<file path="config.mk">
export PLATFORM = sky130hd
export DESIGN_NAME = fib_seq_gen
export DESIGN_NICKNAME = d
export VERILOG_FILES = /design/src/rtl/fib_pkg.sv /design/src/rtl/fib_tick_timer.sv /design/src/rtl/fib_seq_gen.sv
export SDC_FILE = /design/constraint.sdc
export NUM_CORES = 1
export LEC_CHECK = 0
export ABC_CLOCK_PERIOD_IN_PS = 2400
export CAP_MARGIN = 15
export CORE_AREA = 2 2 139 141
export CTS_CLUSTER_DIAMETER = 80
export DETAILED_ROUTE_END_ITERATION = 8
export DIE_AREA = 0 0 141 143
export PLACE_DENSITY_LB_ADDON = 0.08
export SLEW_MARGIN = 20
export SYNTH_ARGS = -nofsm -noshare
export SYNTH_HDL_FRONTEND = slang
export SYNTH_SLANG_ARGS = --single-unit
</file>
<file path="constraint.sdc">
create_clock -name clock_in -period 2.4 [get_ports clock_in]
set_clock_uncertainty 0.2 [all_clocks]
set_input_delay 0.24 -clock clock_in [delete_from_list [all_inputs] [get_ports clock_in]]
set_output_delay 0.24 -clock clock_in [all_outputs]
set_load 0.02 [all_outputs]
</file>
<file path="src/rtl/fib_pkg.sv">
// -----------------------------------------------------------------------------
// fib_pkg
// Shared definitions for the Fibonacci sequence generator:
//   - FSM state encoding (2-bit): ST_IDLE, ST_EMIT, ST_WAIT, ST_HALT
//   - overflow policy constants: MODE_WRAP (0), MODE_HALT (1)
//   - helper to decode the "busy" states
// -----------------------------------------------------------------------------
package fib_pkg;

  typedef enum logic [1:0] {
    ST_IDLE = 2'd0,
    ST_EMIT = 2'd1,
    ST_WAIT = 2'd2,
    ST_HALT = 2'd3
  } fib_state_e;

  localparam logic MODE_WRAP = 1'b0;
  localparam logic MODE_HALT = 1'b1;

  // A sequence is in progress while a term is offered or the gap timer runs.
  function automatic logic fib_is_busy(input fib_state_e s);
    return (s == ST_EMIT) || (s == ST_WAIT);
  endfunction

endpackage

</file>
<file path="src/rtl/fib_tick_timer.sv">
// -----------------------------------------------------------------------------
// fib_tick_timer
// Loadable down-counter that measures the idle gap between an accepted term
// and the next one. It counts down once per clock and parks at zero.
//
// Ports:
//   clock_in   : system clock, rising edge
//   reset_in   : asynchronous, active-low reset (counter -> 0)
//   load_in    : load value_in into the counter (priority over counting)
//   value_in   : reload value, TICK_WIDTH bits
//   expire_out : high while the counter is zero
// -----------------------------------------------------------------------------
module fib_tick_timer
  import fib_pkg::*;
#(
  parameter int unsigned TICK_WIDTH = 24
) (
  input  logic                  clock_in,
  input  logic                  reset_in,
  input  logic                  load_in,
  input  logic [TICK_WIDTH-1:0] value_in,
  output logic                  expire_out
);

  logic [TICK_WIDTH-1:0] count_q;
  logic [TICK_WIDTH-1:0] count_d;

  always_comb begin
    count_d = count_q;
    if (load_in) begin
      count_d = value_in;
    end else if (count_q != '0) begin
      count_d = count_q - 1'b1;
    end
  end

  always_ff @(posedge clock_in or negedge reset_in) begin
    if (!reset_in) begin
      count_q <= '0;
    end else begin
      count_q <= count_d;
    end
  end

  assign expire_out = (count_q == '0);

endmodule

</file>
<file path="src/rtl/fib_seq_gen.sv">
// -----------------------------------------------------------------------------
// fib_seq_gen
// Parametrised Fibonacci term generator with a valid/ready output handshake,
// programmable gap between terms, programmable seeds, a wrap/halt overflow
// policy, start/stop control and a running term index.
//
// Optional build macro: FIB_SEQ_LED_EN adds led_out[3:0], a registered copy of
// term_out[3:0] that updates on the same edge as term_out.
//
// Ports:
//   clock_in       : system clock, rising edge
//   reset_in       : asynchronous, active-low reset
//   start_in       : begin a sequence (accepted in IDLE or HALT)
//   stop_in        : abort to IDLE (wins over start_in)
//   mode_in        : 0 = wrap on overflow, 1 = halt on overflow (latched at start)
//   period_in      : idle cycles between a handshake and the next term (latched)
//   term_out       : current term
//   term_valid_out : term_out is valid
//   term_ready_in  : consumer accepts term_out
//   index_out      : index of term_out (0 = SEED0), wraps modulo 2^IDX_WIDTH
//   overflow_out   : sticky, sequence exceeded DATA_WIDTH
//   busy_out       : high in EMIT / WAIT
//   led_out        : (FIB_SEQ_LED_EN only) term_out[3:0]
// -----------------------------------------------------------------------------
module fib_seq_gen
  import fib_pkg::*;
#(
  parameter int unsigned DATA_WIDTH = 8,
  parameter int unsigned TICK_WIDTH = 24,
  parameter int unsigned IDX_WIDTH  = 8,
  parameter int unsigned SEED0      = 0,
  parameter int unsigned SEED1      = 1
) (
  input  logic                  clock_in,
  input  logic                  reset_in,
  input  logic                  start_in,
  input  logic                  stop_in,
  input  logic                  mode_in,
  input  logic [TICK_WIDTH-1:0] period_in,
  output logic [DATA_WIDTH-1:0] term_out,
  output logic                  term_valid_out,
  input  logic                  term_ready_in,
  output logic [IDX_WIDTH-1:0]  index_out,
  output logic                  overflow_out,
  output logic                  busy_out
`ifdef FIB_SEQ_LED_EN
  ,
  output logic [3:0]            led_out
`endif
);

  localparam logic [DATA_WIDTH-1:0] SEED0_V = DATA_WIDTH'(SEED0);
  localparam logic [DATA_WIDTH-1:0] SEED1_V = DATA_WIDTH'(SEED1);

  // ---------------------------------------------------------------------------
  // State
  // ---------------------------------------------------------------------------
  fib_state_e            state_q,  state_d;
  logic                  mode_q,   mode_d;
  logic [TICK_WIDTH-1:0] period_q, period_d;
  logic                  pend_q,   pend_d;    // last add carried out
  logic                  reload_q, reload_d;  // next emitted term restarts at index 0
  logic [DATA_WIDTH-1:0] term_q,   term_d;
  logic [IDX_WIDTH-1:0]  idx_q,    idx_d;
  logic                  ovf_q,    ovf_d;

  // ab_q[0] = a (next term to emit), ab_q[1] = b (the one after)
  logic [DATA_WIDTH-1:0] ab_q [2];
  logic [DATA_WIDTH-1:0] ab_d [2];

  logic [DATA_WIDTH:0]   sum;
  logic                  timer_load;
  logic                  timer_expire;

  // ---------------------------------------------------------------------------
  // Term registers a / b, each resetting to its own seed
  // ---------------------------------------------------------------------------
  genvar gi;
  generate
    for (gi = 0; gi < 2; gi++) begin : gen_reg
      localparam logic [DATA_WIDTH-1:0] RST_V = (gi == 0) ? SEED0_V : SEED1_V;
      logic [DATA_WIDTH-1:0] r_q;

      always_ff @(posedge clock_in or negedge reset_in) begin
        if (!reset_in) begin
          r_q <= RST_V;
        end else begin
          r_q <= ab_d[gi];
        end
      end

      assign ab_q[gi] = r_q;
    end
  endgenerate

  // ---------------------------------------------------------------------------
  // Inter-term gap timer, loaded with the latched period at each handshake
  // ---------------------------------------------------------------------------
  fib_tick_timer #(
    .TICK_WIDTH (TICK_WIDTH)
  ) u_timer (
    .clock_in   (clock_in),
    .reset_in   (reset_in),
    .load_in    (timer_load),
    .value_in   (period_q),
    .expire_out (timer_expire)
  );

  // ---------------------------------------------------------------------------
  // Next-state logic
  // ---------------------------------------------------------------------------
  always_comb begin
    state_d    = state_q;
    mode_d     = mode_q;
    period_d   = period_q;
    pend_d     = pend_q;
    reload_d   = reload_q;
    term_d     = term_q;
    idx_d      = idx_q;
    ovf_d      = ovf_q;
    ab_d[0]    = ab_q[0];
    ab_d[1]    = ab_q[1];
    timer_load = 1'b0;
    sum        = {1'b0, ab_q[0]} + {1'b0, ab_q[1]};

    if (stop_in) begin
      // Abort: outputs other than valid/busy keep their last value.
      state_d = ST_IDLE;
    end else begin
      case (state_q)
        ST_IDLE, ST_HALT: begin
          if (start_in) begin
            state_d  = ST_EMIT;
            mode_d   = mode_in;
            period_d = period_in;
            ab_d[0]  = SEED0_V;
            ab_d[1]  = SEED1_V;
            term_d   = SEED0_V;
            idx_d    = '0;
            ovf_d    = 1'b0;
            pend_d   = 1'b0;
            reload_d = 1'b0;
          end
        end

        ST_EMIT: begin
          if (term_ready_in) begin
            ab_d[0] = ab_q[1];
            ab_d[1] = sum[DATA_WIDTH-1:0];
            pend_d  = sum[DATA_WIDTH];
            if (pend_q) begin
              // The term just accepted was the last representable one.
              ovf_d = 1'b1;
              if (mode_q == MODE_HALT) begin
                state_d = ST_HALT;
              end else begin
                ab_d[0]    = SEED0_V;
                ab_d[1]    = SEED1_V;
                pend_d     = 1'b0;
                reload_d   = 1'b1;
                state_d    = ST_WAIT;
                timer_load = 1'b1;
              end
            end else begin
              state_d    = ST_WAIT;
              timer_load = 1'b1;
            end
          end
        end

        ST_WAIT: begin
          if (timer_expire) begin
            term_d   = ab_q[0];
            // After a wrap reload the restarted sequence begins at index 0.
            idx_d    = reload_q ? '0 : idx_q + 1'b1;
            reload_d = 1'b0;
            state_d  = ST_EMIT;
          end
        end

        default: state_d = ST_IDLE;
      endcase
    end
  end

  // ---------------------------------------------------------------------------
  // Control / output registers
  // ---------------------------------------------------------------------------
  always_ff @(posedge clock_in or negedge reset_in) begin
    if (!reset_in) begin
      state_q  <= ST_IDLE;
      mode_q   <= MODE_WRAP;
      period_q <= '0;
      pend_q   <= 1'b0;
      reload_q <= 1'b0;
      term_q   <= '0;
      idx_q    <= '0;
      ovf_q    <= 1'b0;
    end else begin
      state_q  <= state_d;
      mode_q   <= mode_d;
      period_q <= period_d;
      pend_q   <= pend_d;
      reload_q <= reload_d;
      term_q   <= term_d;
      idx_q    <= idx_d;
      ovf_q    <= ovf_d;
    end
  end

  // Valid is exactly "in EMIT", so it can only fall through a handshake,
  // stop or reset.
  assign term_out       = term_q;
  assign term_valid_out = (state_q == ST_EMIT);
  assign index_out      = idx_q;
  assign overflow_out   = ovf_q;
  assign busy_out       = fib_is_busy(state_q);

`ifdef FIB_SEQ_LED_EN
  logic [3:0] led_q;

  always_ff @(posedge clock_in or negedge reset_in) begin
    if (!reset_in) begin
      led_q <= 4'h0;
    end else begin
      // Size cast zero-extends when DATA_WIDTH < 4.
      led_q <= 4'(term_d);
    end
  end

  assign led_out = led_q;
`endif

endmodule

</file>
==> results of run 1 <==
## power groups by stage
| stage | clock (mW) | combinational [mW] | sequential, mW |
|---|---|---|---|
| global placement | 0 | 2.02 | 2.39 |
| detailed placement | 0 | 2.04 | 2.39 |
| floorplan | 0 | 1.44 | 2.27 |
| finish | 1.62 | 2.21 | 2.37 |
| global route | 1.74 | 2.47 | 2.46 |
| CTS | 1.67 | 2.06 | 2.37 |
## synth_stat cells, drive strengths merged (2+ instances only)
cell     n
clkbuf  15
a211oi   2
buf      4
or4      9
a21oi    8
nor2b    3
a22o     3
nand3   21
nand4    2
nand2b   7
inv      9
o41ai    2
o31ai   10
nand3b   3
xor2     7
or2      3
ha      13
nor3     8
mux2    26
o211ai   6
and3     7
o21ai   48
a31oi    8
or3     11
a41oi    2
nor2    20
a211o    2
dfrtp   85
nand2   57
xnor2   12
## cell families after synthesis
kind of cell	after synthesis
adders and majority gates	14
xor gates and xnor gates	19
buffers and inverters	28
DFF	86
muxes	27
and+or+nand+nor	154
AOI/OAI and AO/OA	103
## per-layer routing
layer / up-vias / routed length, um / global-route usage [%]
li1: 1705 / - / -
met1: 1740 / 5528 / 16.06
met2: 49 / 5873 / 21.31
met3: 9 / 375 / 2.985
met4: 0 / 155 / 3.947
met5: - / 0 / 0
## worst max-delay path, delay by kind of cell, from the launching register on
family,cells,cell delay [ps]
flip-flops,1,400
AND/OR/NAND/NOR,5,1620
## state kept, by name, indices dropped and copies added (netlist names)
signal / flops
state_q: 2
term_out: 8
index_out: 8
gen.r_q: 16
u_timer.count_q: 24
period_q: 24
pend_q: 1
mode_q: 1
reload_q: 1
overflow_out: 1
## final cells by class
| class | instances | share of cell area (%) |
|---|---|---|
| clock buffers | 9 | 3.863 |
| clock inverters | 7 | 1.932 |
| inverters | 9 | 0.5795 |
| multi-input cells | 317 | 37.63 |
| flip-flops and latches | 86 | 36.96 |
| well taps | 234 | 5.023 |
| repair buffers | 81 | 14.02 |
## how the worst max path moves through the flow
stage | slack (ps) | end | depth (start not counted)
final | 70 | u_timer.count_q[20]$_DFFE_PN0P_ | 5
after global routing | -10 | u_timer.count_q[21]$_DFFE_PN0P_ | 7
after CTS | 30 | index_out[7]$_DFFE_PN0P_ | 5
after detailed placement | 50 | term_out[5]$_DFFE_PN0P_ | 5
after global placement | 60 | index_out[7]$_DFFE_PN0P_ | 5
after floorplan | 70 | gen_reg[1].r_q[3]$_DFFE_PN0P_ | 8
## timing repair
action	in CTS	in global routing
endpoints found under the hold margin	35	0
gates resized for setup	0	21
hold buffers	1	0
endpoints found under the setup margin	0	35
setup buffers	0	4
==> run_results.csv, run 1 <==
group,metric,value,unit
layout,seqCellArea,2155,um2
cts,htreeDepth,3,
power_and_ir_drop,leakage,2.402,nW
place,dpl_worst_slack,45.65,ps
synth,synthXorXnorAreaFrac,3.782,%
power_and_ir_drop,p_switching,2.149,mW
synth,synth_compound_area_share,15.21,%
synth,yosys_warnings,0,
place,dp_hpwl,8.399,mm
global_route,grtUsageTotal,12.62,%
worst_setup_path,r2r_setup_slack,70,ps
drt,drtPass1Iterations,4,
cts,clock_latency,350,ps
synth,synth_seq_cells,86,
drt,wl,11.93,mm
worst_setup_path,crit_chain,"or4_4, or3_4, or4_1, nand3_1, nand3_1",
floorplan,rows,50,
place,port_buffers,48,
cts,cts_buffers,9,
synth,synth_area,4400,um2
cts,path_clk_slew,70,ps
outcome,run_status,"completed",
synth,synth_top_family_by_area,"simple AND/OR/NAND/NOR gates",
synth,ys_types,59,
layout,num_antenna_cells,0,
floorplan,die_area,20160,um2
global_route,grt_pass1_vias,3620,
power_and_ir_drop,p_int,4.054,mW
run,max_cap_violations,0,
power_and_ir_drop,power_frac_seq,38.3,%
cts,cts_buffer_depth,2,
timing,hold_slack,221.3,ps
global_route,grt_max_degree,40,
layout,layout-drive-gt1-share,20.24,%
power_and_ir_drop,switching_share,34.65,%
timing,slew_headroom,48.88,%
timing,layout_setup_ws,74.16,ps
layout,layout_common_cells,"dfrtp_1, nand2_1, clkdlybuf4s50_1",
worst_setup_path,cp.arrival,2360,ps
layout,area_growth_syn_to_layout,32.47,%
timing,tightest_slew,761.7,ps
power_and_ir_drop,vdd_drop_max,0.0003181,V
worst_setup_path,crit_path_end_kind,"flop",
worst_setup_path,r2r_cells,5,
synth,syn_avg_cell_area,10.21,um2
layout,final_common_cell,"dfrtp_1",
timing,max_freq,430.0,MHz
place,placed_cells,722,
power_and_ir_drop,power_frac_comb,35.6,%
drt,ant_nets,0,
timing,finalHoldViolCount,0,
worst_setup_path,cp_max_fo,6,
worst_hold_path,min_path_type,"input pin to asynchronous set/reset pin",
synth,syn_inst,431,
synth,synthArstFlopShare,100.0,%
synth,muxShareOfSynthArea,6.881,%
layout,finalNonFillerCells,743,
worst_setup_path,critPathKind,"flop to flop",
drt,wire_per_inst,16.06,um
worst_setup_path,r2r-end,"u_timer.count_q[20]$_DFFE_PN0P_",
synth,synthTopCellsByArea,"dfrtp_1, mux2_2, o21ai_0, nand2_1, ha_1",
cts,root_buffer,"clkbuf_16",
layout,multiInputGateArea,2193,um2
worst_setup_path,cp.required,2430,ps
worst_setup_path,crit_path_top_delay_cell,"or4_4",
timing,setup-violations-final,0,
drt,num_vias,3503,
synth,yosysTopAreaCellShare,48.34,%
synth,synth_top_area_cell,"dfrtp_1",
timing,finalCritPeriodShare,96.91,%
drt,first_iter_violations,189,
synth,yosys.area_share.adder,4.151,%
timing,fin_crit,2326,ps
worst_setup_path,setup.worst_path.start_class,"flop",
global_route,grt_pass1_wl,19.66,mm
layout,fin_util,31.37,%
synth,ys.flop_type,"dfrtp_1",
cts,cts_tree,"built",
place,routabilityCongestion,0.7868,
layout,final_area,5829,um2
worst_setup_path,reg2reg_from,"u_timer.count_q[11]$_DFFE_PN0P_",
cts,cts.sinks,86,
worst_setup_path,startpoint,"u_timer.count_q[11]$_DFFE_PN0P_",
worst_setup_path,cp_common_cell,"nand3_1",
floorplan,coreArea,18580,um2
global_route,antenna_found_initial,0,
synth,synth-simple-area-share,18.31,%
floorplan,die_h,143,um
drt,avgViaCountPerCell,4.715,
timing,slew_violations,0,
synth,synth_edf_count,0,
place,place_area,5348,um2
synth,syn_nets,475,
layout,layout.nets,548,
drt,drc,0,
synth,ys_seq_area_share,48.93,%
power_and_ir_drop,power.share.clock,26.1,%
floorplan,start_util,23.68,%
floorplan,die_w,141,um
timing,tns,0,ps
power_and_ir_drop,power_density,1064,nW/um2
global_route,grt_overflow,0,
power_and_ir_drop,power,6.204,mW
worst_setup_path,critical_path.max_stage_delay,580,ps
layout,fillers,1933,
floorplan,pin_count,49,
timing,rsz0062_at_grt,"yes",
Power figures use the tool's default switching activity.
==> inputs of run 2 (changes only) <==
- CORE_AREA: 2 2 139 141 -> 2 2 138 140
- DIE_AREA: 0 0 141 143 -> 0 0 140 142
- PLACE_DENSITY: default -> 0.47
- PLACE_DENSITY_LB_ADDON: 0.08 -> default
- SYNTH_HIERARCHICAL: default -> 1
==> run_results.csv, run 2 <==
group,metric,value,unit
power_and_ir_drop,p_int,3.801,mW
drt,ant_nets,0,
run,max_cap_violations,0,
timing,fin_crit,2308,ps
place,dp_hpwl,7.578,mm
worst_setup_path,cp.arrival,2330,ps
power_and_ir_drop,vdd_drop_max,0.0004104,V
floorplan,pin_count,49,
layout,layout_common_cells,"dfrtp_1, nand2_1, clkdlybuf4s50_1",
global_route,grtUsageTotal,11.35,%
worst_setup_path,critical_path.max_stage_delay,530,ps
place,port_buffers,48,
layout,layout-drive-gt1-share,23.36,%
global_route,antenna_found_initial,0,
floorplan,start_util,23.48,%
floorplan,die_area,19880,um2
cts,cts_buffer_depth,2,
synth,synth_commonest_cells,"dfrtp_1, nand2_1, nor2_1",
worst_hold_path,min_path_type,"input pin to asynchronous set/reset pin",
layout,fin_util,31.04,%
synth,yosys_warnings,6,
synth,syn_avg_cell_area,10.78,um2
drt,first_iter_violations,148,
synth,ys.flop_type,"dfrtp_1",
worst_setup_path,cp_max_fo,8,
outcome,violations,"DRC",
global_route,grt_overflow,0,
synth,synthArstFlopShare,100.0,%
worst_setup_path,critPathKind,"flop to flop",
layout,final_common_cell,"dfrtp_1",
synth,ys_types,61,
drt,wire_per_inst,15.07,um
drt,avgViaCountPerCell,4.630,
drt,drc,3,
global_route,grt_pass1_wl,18.06,mm
synth,yosysTopAreaCellShare,49.08,%
synth,syn_inst,402,
cts,cts_buffers,9,
power_and_ir_drop,switching_share,35.49,%
cts,root_buffer,"clkbuf_16",
cts,cts_tree,"built",
worst_setup_path,cp_common_cell,"nand2_1",
timing,setup-violations-final,0,
power_and_ir_drop,leakage,2.483,nW
place,placed_cells,702,
cts,clock_latency,340,ps
cts,htreeDepth,3,
drt,num_vias,3343,
worst_setup_path,cp_num_buf_inv,2,
timing,tightest_slew,642.3,ps
synth,syn_nets,446,
layout,finalNonFillerCells,722,
floorplan,coreArea,18460,um2
cts,path_clk_slew,70,ps
worst_setup_path,crit_path_top_delay_cell,"or4_4",
synth,synth_area,4334,um2
synth,synth_top_area_cell,"dfrtp_1",
synth,ys_seq_area_share,49.68,%
outcome,run_status,"finished, violations left",
floorplan,rows,50,
worst_setup_path,cp_top_family,"simple AND/OR/NAND/NOR gates",
layout,layout.nets,527,
timing,finalCritPeriodShare,96.17,%
synth,synthTopCellsByArea,"dfrtp_1, mux2_2, nand2_1, ha_1, a22o_1",
synth,synth_seq_cells,86,
drt,wl,10.88,mm
floorplan,die_w,140,um
worst_setup_path,setup.worst_path.start_class,"flop",
worst_setup_path,cp.required,2430,ps
layout,num_antenna_cells,0,
synth,yosysMostFrequentCell,"dfrtp_1",
cts,cts.sinks,86,
layout,largest_registers,"period_q x24, u_timer/count_q x24, gen.r_q x16",
timing,slew_headroom,57.13,%
timing,finalHoldViolCount,0,
global_route,grt_pass1_vias,3522,
place,routabilityCongestion,0.7888,
power_and_ir_drop,power_frac_seq,39.6,%
timing,max_freq,433.3,MHz
timing,rsz0062_at_grt,"yes",
timing,slew_violations,0,
worst_setup_path,crit_chain,"inv_1, ha_1, and2b_2, nand4_4, nor2_4, nor2b_4, or4_4, buf_4, nand2_1, nand2_1",
timing,hold_slack,231.9,ps
global_route,grt_max_degree,43,
drt,drtPass1Iterations,6,
synth,synth_edf_count,0,
layout,area_growth_syn_to_layout,32.16,%
floorplan,die_h,142,um
power_and_ir_drop,power.share.clock,22.6,%
power_and_ir_drop,p_switching,2.091,mW
power_and_ir_drop,power_frac_comb,37.9,%
power_and_ir_drop,power_density,1029,nW/um2
worst_setup_path,crit_path_end_kind,"flop",
==> run 2: what timing repair did <==
item / in CTS / in global routing
hold buffers: 1 / 0
setup endpoints to repair: 0 / 20
buffers inserted: 0 / 2
resized for setup: 0 / 15
hold endpoints to repair: 39 / 0
==> run 2: path summary, 6_finish.rpt <==
kind                                                 from                               to  slack (ps)  cells after the start
setup / recovery           u_timer/count_q[1]$_DFFE_PN0P_          term_out[7]$_DFFE_PN0P_          90                     10
hold / removal                                   reset_in         period_q[14]$_DFFE_PN0P_         230                      2
setup reg to reg           u_timer/count_q[1]$_DFFE_PN0P_          term_out[7]$_DFFE_PN0P_          90                     10
hold reg to reg                  period_q[15]$_DFFE_PN0P_  u_timer/count_q[15]$_DFFE_PN0P_         280                      2
max in group asynchronous                        reset_in    gen_reg[1].r_q[0]$_DFFE_PN1P_        1010                      3
min in group clock_in            period_q[15]$_DFFE_PN0P_  u_timer/count_q[15]$_DFFE_PN0P_         280                      2
==> run 2: stage by stage <==
stage | instance area (um2) | total power, mW | setup TNS, ps | setup slack, ps
5_1_grt | 5728 | 6.344 | -253.6 | -44.68
6_report | 5728 | 5.892 | 0 | 91.90
2_1_floorplan | 4397 | 3.727 | -341.1 | -59.96
3_3_place_gp | 5361 | 4.477 | 0 | 50.13
4_1_cts | 5652 | 5.897 | 0 | 0.6408
3_5_place_dp | 5361 | 4.521 | 0 | 13.57
==> run 2: power by group through the flow <==
stage | Combinational (mW) | Sequential [mW] | Clock [mW]
detailed placement | 2.17 | 2.35 | 0
global placement | 2.13 | 2.34 | 0
floorplan | 1.43 | 2.29 | 0
finish | 2.23 | 2.33 | 1.33
global route | 2.49 | 2.40 | 1.45
CTS | 2.18 | 2.33 | 1.38
==> run 2: layout make-up <==
class                   count  area (um2)
well taps                 234       292.8
clock inverters             3       20.02
inverters                   9       33.78
flip-flops and latches     86        2155
multi-input cells         292        2183
fillers                  1886       12730
repair buffers             85       783.3
clock buffers              13       260.3
==> run 2: logic make-up (layout without fill, tap and decap cells) <==
kind of cell / after synthesis / after routing / synth area share (%)
buffers and inverters: 25 / 110 / 2.742
muxes: 30 / 30 / 7.737
AOI/OAI and AO/OA: 87 / 87 / 14.26
and+or+nand+nor: 140 / 141 / 17.32
adders and majority gates: 14 / 14 / 4.215
DFF: 86 / 86 / 49.68
xor gates and xnor gates: 20 / 20 / 4.042
==> run 2: metal layers <==
metal  GRT usage [%]  wire length [um]
met3           3.869               442
met5               0                 0
met2           19.32              5362
met4           1.967               129
met1           14.23              4947
